[config.mk]
export PLATFORM = sky130hd
export DESIGN_NAME = bin_window_3x3
export DESIGN_NICKNAME = d
export VERILOG_FILES = /design/src/rtl/bin_morph_pkg.sv /design/src/rtl/bin_line_buf.sv /design/src/rtl/bin_window_3x3.sv
export SDC_FILE = /design/constraint.sdc
export NUM_CORES = 1
export LEC_CHECK = 0
export ABC_AREA = 1
export CAP_MARGIN = 20
export CORE_ASPECT_RATIO = 0.9
export CORE_MARGIN = 1
export CORE_UTILIZATION = 58
export CTS_CLUSTER_DIAMETER = 150
export DETAILED_ROUTE_END_ITERATION = 10
export PLACE_DENSITY = 0.81
export SETUP_SLACK_MARGIN = 0.15
export SLEW_MARGIN = 0
export SYNTH_ARGS = -nofsm -noshare
export SYNTH_HDL_FRONTEND = slang
export SYNTH_SLANG_ARGS = --single-unit
[constraint.sdc]
create_clock -name clk -period 3 [get_ports clk]
set_input_delay 0.3 -clock clk [delete_from_list [all_inputs] [get_ports clk]]
set_output_delay 0.3 -clock clk [all_outputs]
set_load 0.05 [all_outputs]
[src/rtl/bin_morph_pkg.sv]
// Shared definitions for the binary morphology window path: default image
// geometry, counter widths and the 3-bit window row type.
package bin_morph_pkg;

  localparam int IMG_W_DEFAULT = 8;
  localparam int IMG_H_DEFAULT = 8;
  localparam int COL_W         = $clog2(IMG_W_DEFAULT);
  localparam int ROW_W         = $clog2(IMG_H_DEFAULT);

  // [2] = oldest column (c-2), [0] = newest column (c)
  typedef logic [2:0] win_row_t;

endpackage

[src/rtl/bin_line_buf.sv]
// One-line delay for 1-bit pixels: the output is the pixel written DEPTH
// enabled beats ago, i.e. the same column on the previous image line.
module bin_line_buf #(
  parameter int DEPTH = 8
) (
  input  logic clk,
  input  logic en_i,
  input  logic d_i,
  output logic d_o
);

  logic [DEPTH-1:0] mem_q;

  // NOTE: storage is deliberately not reset; rows that could expose stale
  // contents never produce a window, and a reset-free array maps to cheaper cells.
  always_ff @(posedge clk) begin
    if (en_i) mem_q <= {mem_q[DEPTH-2:0], d_i};
  end

  assign d_o = mem_q[DEPTH-1];

endmodule

[src/rtl/bin_window_3x3.sv]
// 3x3 window generator for binary erosion/dilation over a raster pixel stream.
// Optional output handshake enabled by defining WIN_BACKPRESSURE_EN.
module bin_window_3x3
  import bin_morph_pkg::*;
#(
  parameter int IMG_W = IMG_W_DEFAULT,
  parameter int IMG_H = IMG_H_DEFAULT
) (
  input  logic     clk,
  input  logic     rst_n,
  input  logic     pix_in,
  input  logic     pix_valid,
  output logic     pix_ready,
`ifdef WIN_BACKPRESSURE_EN
  input  logic     win_ready,
`endif
  output win_row_t q1,
  output win_row_t q2,
  output win_row_t q3,
  output logic     win_valid,
  output logic     frame_done
);

  localparam int CW = $clog2(IMG_W);
  localparam int RW = $clog2(IMG_H);

  logic [CW-1:0] col_q, col_d;
  logic [RW-1:0] row_q, row_d;
  win_row_t      w1_q, w1_d, w2_q, w2_d, w3_q, w3_d;
  win_row_t      q1_q, q1_d, q2_q, q2_d, q3_q, q3_d;
  logic          win_valid_q, win_valid_d;
  logic          frame_done_q, frame_done_d;
  logic          accept, emit, last_col, last_row;
  logic          lb_a_out, lb_b_out;

  // lb_a yields line r-1 at the current column, lb_b yields line r-2.
  bin_line_buf #(.DEPTH(IMG_W)) u_lb_a (
    .clk  (clk),
    .en_i (accept),
    .d_i  (pix_in),
    .d_o  (lb_a_out)
  );

  bin_line_buf #(.DEPTH(IMG_W)) u_lb_b (
    .clk  (clk),
    .en_i (accept),
    .d_i  (lb_a_out),
    .d_o  (lb_b_out)
  );

`ifdef WIN_BACKPRESSURE_EN
  assign pix_ready = !win_valid_q || win_ready;
`else
  assign pix_ready = 1'b1;
`endif

  assign accept   = pix_valid && pix_ready;
  assign last_col = (col_q == CW'(IMG_W - 1));
  assign last_row = (row_q == RW'(IMG_H - 1));
  assign emit     = accept && (row_q >= RW'(2)) && (col_q >= CW'(2));

  // NOTE: every variable gets its hold value first so no path leaves one
  // unassigned, which would otherwise infer a latch.
  always_comb begin
    col_d        = col_q;
    row_d        = row_q;
    w1_d         = w1_q;
    w2_d         = w2_q;
    w3_d         = w3_q;
    q1_d         = q1_q;
    q2_d         = q2_q;
    q3_d         = q3_q;
    frame_done_d = 1'b0;
`ifdef WIN_BACKPRESSURE_EN
    win_valid_d  = win_valid_q && !win_ready;
`else
    win_valid_d  = 1'b0;
`endif

    if (accept) begin
      col_d        = last_col ? '0 : col_q + 1'b1;
      if (last_col) row_d = last_row ? '0 : row_q + 1'b1;
      frame_done_d = last_col && last_row;
      w1_d         = {w1_q[1:0], lb_b_out};
      w2_d         = {w2_q[1:0], lb_a_out};
      w3_d         = {w3_q[1:0], pix_in};
    end

    if (emit) begin
      q1_d        = w1_d;
      q2_d        = w2_d;
      q3_d        = w3_d;
      win_valid_d = 1'b1;
    end
  end

  // NOTE: sequential state uses non-blocking assignments so every register
  // samples pre-edge values regardless of statement order.
  always_ff @(posedge clk or negedge rst_n) begin
    if (!rst_n) begin
      col_q        <= '0;
      row_q        <= '0;
      w1_q         <= '0;
      w2_q         <= '0;
      w3_q         <= '0;
      q1_q         <= '0;
      q2_q         <= '0;
      q3_q         <= '0;
      win_valid_q  <= 1'b0;
      frame_done_q <= 1'b0;
    end else begin
      col_q        <= col_d;
      row_q        <= row_d;
      w1_q         <= w1_d;
      w2_q         <= w2_d;
      w3_q         <= w3_d;
      q1_q         <= q1_d;
      q2_q         <= q2_d;
      q3_q         <= q3_d;
      win_valid_q  <= win_valid_d;
      frame_done_q <= frame_done_d;
    end
  end

  assign q1         = q1_q;
  assign q2         = q2_q;
  assign q3         = q3_q;
  assign win_valid  = win_valid_q;
  assign frame_done = frame_done_q;

endmodule
==> impl_metrics.env, run 1 <==
export IMPL_antenna_found_initial=0
export IMPL_criticalPathCategory="reg2out"
export IMPL_hold_viol=0
export IMPL_die_w_um=56.9
export IMPL_viasPerCell=5.07
export IMPL_grt_overflow_total=0
export IMPL_power_density_mw_per_mm2=969
export IMPL_drt_iter0_drc=29
export IMPL_pwr_share_seq_pct=44.1
export IMPL_worst_pin_slew_ns=0.552
export IMPL_crit_path_top_delay_cell="clkdlybuf4s50_1"
export IMPL_portBuffers=14
export IMPL_drive_above_1_share_pct=8.50
export IMPL_crit_family="buffers and inverters"
export IMPL_post_cts_resized=0
export IMPL_worst_path_buf_inv=1
export IMPL_num_vias=917
export IMPL_maxSlewViolCount=0
export IMPL_final_util_pct=73.3
export IMPL_critical_path_depth=1
export IMPL_wl_per_cell_um=13.2
export IMPL_pwr_share_comb_pct=32.0
export IMPL_avgSynthCellArea_um2=11.9
export IMPL_sw_frac_of_total_pct=35.4
export IMPL_p_clk_share_pct=23.9
export IMPL_diodes=0
export IMPL_drv_cap=0
export IMPL_grt_max_degree=27
export IMPL_layout_nets=161
export IMPL_status="complete, but fails checks"
export IMPL_clkTransAtPathRegs_ns=0.12
export IMPL_io_pins=16
export IMPL_arrival_ns=1.55
export IMPL_cts_root_buffer="clkbuf_4"
export IMPL_synth_cell_types=17
export IMPL_leakage_nw=0.885
export IMPL_post_dp_hpwl_mm=1.61
export IMPL_place_congestion=0.735
export IMPL_synth_warnings=0
export IMPL_power_internal_mw=1.15
export IMPL_placed_area_mm2=0.00174
export IMPL_cp_start_kind="flop"
export IMPL_clockBufferDepth=2
export IMPL_die_h_um=51.4
export IMPL_fmax_mhz=541
export IMPL_clock_sinks=42
export IMPL_htree_levels=2
export IMPL_rows=17
export IMPL_skew_ns=0.0159
export IMPL_ant_nets=0
export IMPL_synthesis_area_mm2=0.00157
export IMPL_grt_total_usage_pct=20.2
export IMPL_route_detailed_drc=4
export IMPL_switchingPower_uw=630
export IMPL_cts_inserted_buffers=5
export IMPL_max_stage_delay_ns=0.82
export IMPL_grt_pass1_vias=892
export IMPL_ys_seq_area_share_pct=72.0
export IMPL_reg2reg_depth=7
export IMPL_cts_hold_buf=0
export IMPL_drtPass1Iterations=7
export IMPL_die_area_mm2=0.00292
export IMPL_tritoncts="yes"
export IMPL_drt_total_wl_mm=2.39
export IMPL_core_area_mm2=0.00251
export IMPL_hold_class="in2async"
export IMPL_period_share_pct=61.6
export IMPL_post_cts_setup_buffers=0
export IMPL_ys_seq_elements=42
export IMPL_worst_skew_pair_late_latency_ns=0.35
export IMPL_failed_checks="DRC"
export IMPL_setup_violations=0
export IMPL_syn_nets=141
export IMPL_post_route_min_period_ns=1.85
export IMPL_ir_drop_mv=0.601
export IMPL_fill_cells=183
export IMPL_rsz0062_at_grt="false"
export IMPL_path_cells="clkdlybuf4s50_1"
export IMPL_fin_area_mm2=0.00184
export IMPL_maxSlewHeadroom_pct=63.1
export IMPL_crit_path_end_kind="output pin"
export IMPL_layout_common_cells="nand2_1 (54), dfrtp_1 (26), edfxtp_1 (16)"
export IMPL_syn_instance_count=132
export IMPL_area_growth_pct=17.0
export IMPL_mostFrequentLayoutCell="nand2_1"
export IMPL_initial_utilization_pct=62.6
export IMPL_cp_required_ns=2.70
export IMPL_setup_tns_ns=0
export IMPL_cp_max_fo=2
export IMPL_grt_pass1_wl_mm=4.07
==> flip-flops by register name, summed over array words and instances, names as in the netlist <==
signal / count
col_q: 3
frame_done: 1
q1: 3
q2: 3
q3: 3
row_q: 3
u_lb_a.mem_q: 8
u_lb_b.mem_q: 8
w1_q: 3
w2_q: 3
w3_q: 3
win_valid: 1
==> metal layers <==
| metal | global-route usage, % | part of all wire [%] |
|---|---|---|
| met1 | 27.5 | 49 |
| met2 | 29.0 | 44 |
| met3 | 6.08 | 5.1 |
| met4 | 12.2 | 1.5 |
| met5 | 0 | 0 |
==> final timing paths <==
| check | start | to | slack [ns] |
|---|---|---|---|
| setup / recovery | q2[0]$_DFFE_PN0P_ | q2[0] | 1.15 |
| hold / removal | rst_n | w3_q[2]$_DFF_PN0_ | 0.31 |
| setup reg to reg | col_q[0]$_DFFE_PN0P_ | q1[2]$_DFFE_PN0P_ | 1.62 |
| hold reg to reg | u_lb_b.mem_q[2]$_DFFE_PP_ | u_lb_b.mem_q[3]$_DFFE_PP_ | 0.43 |
| max in group asynchronous | rst_n | col_q[2]$_DFFE_PN0P_ | 2.43 |
| min in group clk | u_lb_b.mem_q[2]$_DFFE_PP_ | u_lb_b.mem_q[3]$_DFFE_PP_ | 0.43 |
==> logic make-up (layout without fill, tap and decap cells) <==
family,count (synthesis),count (layout),synth area share [%]
DFF,42,42,72.0
buffers and inverters,9,30,2.95
AOI/OAI and AO/OA,7,7,2.39
adders and majority gates,5,5,3.98
and+or+nand+nor,68,68,18.5
other,1,1,0.239
==> cells in the mapped netlist <==
library cell	number	share of area [%]
inv_2	2	0.48
nand2_4	1	0.72
inv_1	4	0.96
nand2_1	54	13
o21a_1	1	0.48
buf_4	1	0.48
a21oi_1	1	0.32
nand3_1	9	2.9
dfrtp_1	26	41
buf_6	1	0.72
edfxtp_1	16	31
buf_2	1	0.32
nor2_8	1	1.3
ha_1	5	4.0
nor2_1	3	0.72
o21ai_0	5	1.6
conb_1	1	0.24
==> stage by stage <==
stage	worst slack [ns]	instances	hold slack [ns]	power [mW]
detailed placement	1.00	173	0.405	1.37
floorplan	1.79	132	0.00441	1.18
finish	1.15	181	0.309	1.78
global placement	1.11	173	0.404	1.35
CTS	1.14	181	0.310	1.80
global route	1.11	181	0.312	1.89
==> power groups by stage <==
| stage | sequential (mW) | combinational, mW | clock (mW) |
|---|---|---|---|
| 2_1_floorplan | 0.978 | 0.205 | 0 |
| 3_3_place_gp | 0.791 | 0.558 | 0 |
| 3_5_place_dp | 0.796 | 0.574 | 0 |
| 4_1_cts | 0.786 | 0.576 | 0.436 |
| 5_1_grt | 0.799 | 0.629 | 0.460 |
| 6_report | 0.785 | 0.571 | 0.426 |
==> cell type report <==
type                       count  area, um2  area share, %
sequential                    42       1130           61.5
clock inverter                 3       63.8           3.47
timing repair buffer          16        155           8.44
multi-input combinational     81        394           21.4
clock buffer                   5       37.5           2.04
inverter                       6       22.5           1.22
tap                           28       35.0           1.90
(Power assumes the default switching activity.)
==> inputs of run 2 (changes only) <==
--- a/config.mk
+++ b/config.mk
@@ -9,10 +9,10 @@
 export CAP_MARGIN = 20
 export CORE_ASPECT_RATIO = 0.9
 export CORE_MARGIN = 1
-export CORE_UTILIZATION = 58
+export CORE_UTILIZATION = 54
 export CTS_CLUSTER_DIAMETER = 150
 export DETAILED_ROUTE_END_ITERATION = 10
-export PLACE_DENSITY = 0.81
+export PLACE_DENSITY = 0.76
 export SETUP_SLACK_MARGIN = 0.15
 export SLEW_MARGIN = 0
 export SYNTH_ARGS = -nofsm -noshare
==> constraint.sdc (replaced) <==
create_clock -name clk -period 1.8 [get_ports clk]
set_input_delay 0.18 -clock clk [delete_from_list [all_inputs] [get_ports clk]]
set_output_delay 0.18 -clock clk [all_outputs]
set_load 0.05 [all_outputs]
==> run 2 against run 1 <==
- the flow now finishes without violations
- via count unchanged
- hold slack worse by 0.12 ns
- cell count up 6.6%
- clock skew down 0.0084 ns
- register-to-register slack worse by 1.2 ns
- sequential power up 66%
- critical path type unchanged
- non-clock buffer count unchanged
- count of clock-buffer cells in the layout up 1
- clock power up 36%
- global-route usage down 1.4 points
==> impl_metrics.env, run 2 (synthesized netlist as in run 1, its figures left out) <==
export IMPL_grt_total_usage_pct=18.8
export IMPL_ir_drop_mv=1.04
export IMPL_hold_ws_ns=0.190
export IMPL_post_dp_hpwl_mm=1.63
export IMPL_die_area_mm2=0.00313
export IMPL_mostFrequentLayoutCell="nand2_1"
export IMPL_path_cells="dlygate4sd2_1"
export IMPL_portBuffers=14
export IMPL_ff_latch_area_mm2=0.00113
export IMPL_pwr_share_comb_pct=32.2
export IMPL_clock_sinks=42
export IMPL_num_vias=917
export IMPL_antenna_found_initial=0
export IMPL_area_growth_pct=15.7
export IMPL_pwr_share_seq_pct=46.9
export IMPL_rows=18
export IMPL_sw_frac_of_total_pct=37.9
export IMPL_fill_cells=209
export IMPL_leakage_nw=0.907
export IMPL_crit_path_top_delay_cell="dlygate4sd2_1"
export IMPL_grt_pass1_vias=865
export IMPL_layout_nets=161
export IMPL_dp_cells=185
export IMPL_maxSlewViolCount=0
export IMPL_core_area_mm2=0.00275
export IMPL_multi_input_area_um2=394
export IMPL_cp_start_kind="flop"
export IMPL_crit_path_end_kind="output pin"
export IMPL_rsz0062_at_grt="false"
export IMPL_cts_inserted_buffers=5
export IMPL_period_share_pct=80.0
export IMPL_cp_max_fo=2
export IMPL_fmax_mhz=695
export IMPL_cp_required_ns=1.62
export IMPL_die_w_um=58.9
export IMPL_finalPower_mw=2.77
export IMPL_diodes=0
export IMPL_post_cts_setup_buffers=0
export IMPL_drive_above_1_share_pct=8.50
export IMPL_tritoncts="yes"
export IMPL_status="finished clean"
export IMPL_htree_levels=2
export IMPL_layout_setup_ws_ns=0.360
export IMPL_drtPass1Iterations=6
export IMPL_clockBufferDepth=2
export IMPL_setup_tns_ns=0
export IMPL_grt_max_degree=27
export IMPL_die_h_um=53.2
export IMPL_route_detailed_drc=0
export IMPL_initial_utilization_pct=57.2
export IMPL_skew_ns=0.00752
export IMPL_drv_cap=0
export IMPL_reg_top3="u_lb_a.mem_q (8), u_lb_b.mem_q (8)"
export IMPL_switchingPower_mw=1.05
export IMPL_wl_per_cell_um=12.3
export IMPL_grt_pass1_wl_mm=4.00
export IMPL_drt_total_wl_mm=2.37
export IMPL_drt_iter0_drc=18
export IMPL_worst_path_buf_inv=1
export IMPL_max_stage_delay_ns=0.53
export IMPL_hold_viol=0
export IMPL_power_internal_mw=1.72
export IMPL_cts_root_buffer="clkbuf_4"
export IMPL_arrival_ns=1.26
export IMPL_grt_overflow_total=0
export IMPL_finalNonFillerCells=193
export IMPL_worst_skew_pair_late_latency_ns=0.35
export IMPL_clkTransAtPathRegs_ns=0.12
export IMPL_post_route_min_period_ns=1.44
export IMPL_ant_nets=0
export IMPL_hold_class="in2async"
export IMPL_preCtsSetupSlack_ns=0.236
export IMPL_power_density_mw_per_mm2=1530
export IMPL_criticalPathCategory="reg2out"
export IMPL_place_congestion=0.774
export IMPL_p_clk_share_pct=20.9
export IMPL_setup_violations=0
export IMPL_crit_family="buffers and inverters"
export IMPL_viasPerCell=4.75
export IMPL_io_pins=16
export IMPL_layout_common_cells="nand2_1 (54), dfrtp_1 (26), edfxtp_1 (16)"
-- run 2: power groups by stage --
stage | Sequential [mW] | Clock (mW) | Combinational, mW
6_report | 1.30 | 0.579 | 0.894
5_1_grt | 1.33 | 0.635 | 0.988
4_1_cts | 1.30 | 0.595 | 0.903
3_5_place_dp | 1.33 | 0 | 0.961
3_3_place_gp | 1.32 | 0 | 0.938
2_1_floorplan | 1.63 | 0 | 0.342
-- run 2: metrics by stage --
| stage | util (%) | area, um2 |
|---|---|---|
| floorplan | - | 1570 |
| global placement | 63.8 | 1750 |
| detailed placement | 63.8 | 1750 |
| CTS | 66.2 | 1820 |
| global route | 66.2 | 1820 |
| finish | 66.2 | 1820 |
-- run 2: path summary, 6_finish.rpt --
| path | slack [ns] | from | end | cells after the start |
|---|---|---|---|---|
| max in group asynchronous | 1.37 | rst_n | w2_q[2]$_DFF_PN0_ | 2 |
| min | 0.19 | rst_n | w1_q[1]$_DFF_PN0_ | 2 |
| max | 0.36 | q1[1]$_DFFE_PN0P_ | q1[1] | 1 |
| min reg2reg | 0.44 | u_lb_a.mem_q[5]$_DFFE_PP_ | u_lb_a.mem_q[6]$_DFFE_PP_ | 0 |
| min in group clk | 0.42 | pix_in | u_lb_a.mem_q[0]$_DFFE_PP_ | 1 |
| max reg2reg | 0.40 | col_q[0]$_DFFE_PN0P_ | q1[2]$_DFFE_PN0P_ | 7 |
-- run 2: metal layers --
layer  global-route usage (%)  vias to the layer above  wire (um)
met3                     7.58                        7        132
met4                     7.94                        0         40
li1                         -                      464          -
met5                        0                        -          0
met2                     28.2                       21       1050
met1                     24.2                      425       1150
-- run 2: repair_timing --
item / in CTS / in global routing
resized for setup: 11 / 0
hold buffers: 0 / 0
endpoints found under the setup margin: 11 / 0
-- run 2: area by class of cell --
cell class                 instances  share of cell area [%]
clock buffer                       6                    2.27
clock inverter                     2                    2.06
inverter                           6                    1.24
multi-input combinational         81                    21.7
sequential                        42                    62.2
tap                               40                    2.75
timing repair buffer              16                    7.78
-- run 2: worst register-to-register path, delay by kind of cell, from the launching register on --
family        cells  cell delay (ns)
fa+ha+maj         1             0.19
simple gates      5             0.69
buf+inv           1             0.06
flops             1             0.41
==> inputs of run 3 (changes only) <==
==> constraint.sdc (replaced) <==
create_clock -name clk -period 1.5 [get_ports clk]
set_input_delay 0.15 -clock clk [delete_from_list [all_inputs] [get_ports clk]]
set_output_delay 0.15 -clock clk [all_outputs]
set_load 0.05 [all_outputs]
==> run 3 against run 2 <==
- first-iteration DRC count increased by 28%
- via count is 4.3% higher
- wire length is 2.9% higher
- hold slack worse by 0.033 ns
- cell count up 1.6%
- core utilization is 0.36 points higher
- die area unchanged
==> impl_metrics.env, run 3 (synthesized netlist as in run 1, its figures left out) <==
export IMPL_initial_utilization_pct=57.2
export IMPL_hold_class="in2async"
export IMPL_grt_overflow_total=0
export IMPL_crit_path_end_kind="flop"
export IMPL_viasPerCell=4.88
export IMPL_grt_pass1_vias=879
export IMPL_area_growth_pct=16.3
export IMPL_dp_cells=187
export IMPL_rows=18
export IMPL_multi_input_area_um2=415
export IMPL_finalNonFillerCells=196
export IMPL_num_vias=956
export IMPL_clock_sinks=42
export IMPL_clockBufferDepth=2
export IMPL_grt_max_degree=27
export IMPL_ff_latch_area_mm2=0.00113
export IMPL_rsz0062_at_grt="true"
export IMPL_fmax_mhz=788
export IMPL_leakage_nw=0.899
export IMPL_sw_frac_of_total_pct=39.3
export IMPL_drv_cap=0
export IMPL_cts_inserted_buffers=5
export IMPL_drt_iter0_drc=23
export IMPL_reg2reg_depth=5
export IMPL_grt_pass1_wl_mm=4.11
export IMPL_fill_cells=221
export IMPL_die_h_um=53.2
export IMPL_switchingPower_mw=1.30
export IMPL_post_dp_hpwl_mm=1.62
export IMPL_worst_skew_pair_late_latency_ns=0.35
export IMPL_htree_levels=2
export IMPL_drt_total_wl_mm=2.44
export IMPL_portBuffers=14
export IMPL_period_share_pct=84.6
export IMPL_layout_nets=164
export IMPL_io_pins=16
export IMPL_pwr_share_comb_pct=35.8
export IMPL_wl_per_cell_um=12.5
export IMPL_grt_total_usage_pct=19.6
export IMPL_cts_root_buffer="clkbuf_4"
export IMPL_ir_drop_mv=1.38
export IMPL_power_density_mw_per_mm2=1810
export IMPL_drive_above_1_share_pct=18.6
export IMPL_cp_max_fo=4
export IMPL_regToRegSetupSlack_ns=0.23
export IMPL_cp_start_kind="flop"
export IMPL_place_congestion=0.743
export IMPL_cp_required_ns=1.73
export IMPL_skew_ns=0.00557
export IMPL_drtPass1Iterations=4
export IMPL_maxSlewViolCount=0
export IMPL_setup_violations=0
export IMPL_tritoncts="yes"
export IMPL_reg2reg_from="col_q[1]$_DFFE_PN0P_"
export IMPL_clkTransAtPathRegs_ns=0.11
export IMPL_pwr_share_seq_pct=47.5
export IMPL_diodes=0
export IMPL_post_route_min_period_ns=1.27
export IMPL_power_internal_mw=2.00
export IMPL_criticalPathCategory="reg2reg"
export IMPL_reg_top3="u_lb_a.mem_q (8), u_lb_b.mem_q (8)"
export IMPL_layout_common_cells="nand2_1 (52), dfrtp_1 (26), buf_4 (16), edfxtp_1 (16), nand3_1 (9)"
export IMPL_core_area_mm2=0.00275
export IMPL_hold_viol=0
export IMPL_status="finished clean"
export IMPL_arrival_ns=1.50
export IMPL_ant_nets=0
export IMPL_p_clk_share_pct=16.6
export IMPL_antenna_found_initial=0
export IMPL_mostFrequentLayoutCell="nand2_1"
export IMPL_die_w_um=58.9
export IMPL_setup_tns_ns=0
export IMPL_die_area_mm2=0.00313
export IMPL_route_detailed_drc=0
export IMPL_worstReg2RegEnd="row_q[1]$_DFFE_PN0P_"
[run 3: area by class of cell]
class | count | area share, %
Inverter | 6 | 1.23
Sequential cell | 42 | 61.9
Multi-Input combinational cell | 81 | 22.7
Timing Repair Buffer | 19 | 8.21
Clock buffer | 6 | 2.81
Tap cell | 40 | 2.74
Clock inverter | 2 | 0.411
[run 3: layer usage]
metal  wire [um]  vias up  global-route usage (%)  share of wire, %
met1        1110      450                    26.6                45
met5           0        -                       0                 0
met3         128       11                    7.82               5.2
met2        1130       23                    26.3                46
met4          76        0                    11.5               3.1
li1            -      472                       -                 -
[run 3: how the worst max path moves through the flow]
stage | start | end | cells after the start
after CTS | col_q[0]$_DFFE_PN0P_ | row_q[0]$_DFFE_PN0P_ | 5
after global placement | pix_valid | q1[1]$_DFFE_PN0P_ | 6
after detailed placement | pix_valid | q3[0]$_DFFE_PN0P_ | 6
after floorplan | col_q[0]$_DFFE_PN0P_ | row_q[0]$_DFFE_PN0P_ | 5
after global routing | col_q[1]$_DFFE_PN0P_ | row_q[0]$_DFFE_PN0P_ | 6
final | col_q[1]$_DFFE_PN0P_ | row_q[1]$_DFFE_PN0P_ | 5
[run 3: worst max-delay path, cell delays in order, from the launching register on]
cell     delay [ns]
dfrtp_1        0.43
ha_1           0.21
ha_1           0.19
nand2_2        0.11
buf_4          0.13
o21ai_0        0.09
[run 3: power groups by stage]
stage | registers, mW | clock network [mW] | logic (mW)
finish | 1.57 | 0.549 | 1.18
global route | 1.60 | 0.608 | 1.30
CTS | 1.57 | 0.564 | 1.14
detailed placement | 1.59 | 0 | 1.13
global placement | 1.58 | 0 | 1.10
floorplan | 1.96 | 0 | 0.411
[run 3: per-stage QoR]
stage | cell area (um2) | total power, mW | hold WS [ns] | util [%] | setup slack, ns
3_3_place_gp | 1740 | 2.69 | 0.403 | 63.3 | 0.102
5_1_grt | 1830 | 3.51 | 0.177 | 66.5 | 0.129
6_report | 1830 | 3.30 | 0.157 | 66.5 | 0.231
3_5_place_dp | 1740 | 2.72 | 0.405 | 63.3 | 0.00981
2_1_floorplan | 1570 | 2.37 | -0.146 | - | 0.289
4_1_cts | 1800 | 3.28 | 0.164 | 65.6 | 0.155
[run 3: timing repair]
action                     4_1_cts  5_1_grt
gates resized for setup          1        4
buffers inserted                 0        1
hold buffers                     0        0
pin swaps                        0        1
setup endpoints to repair       10       12
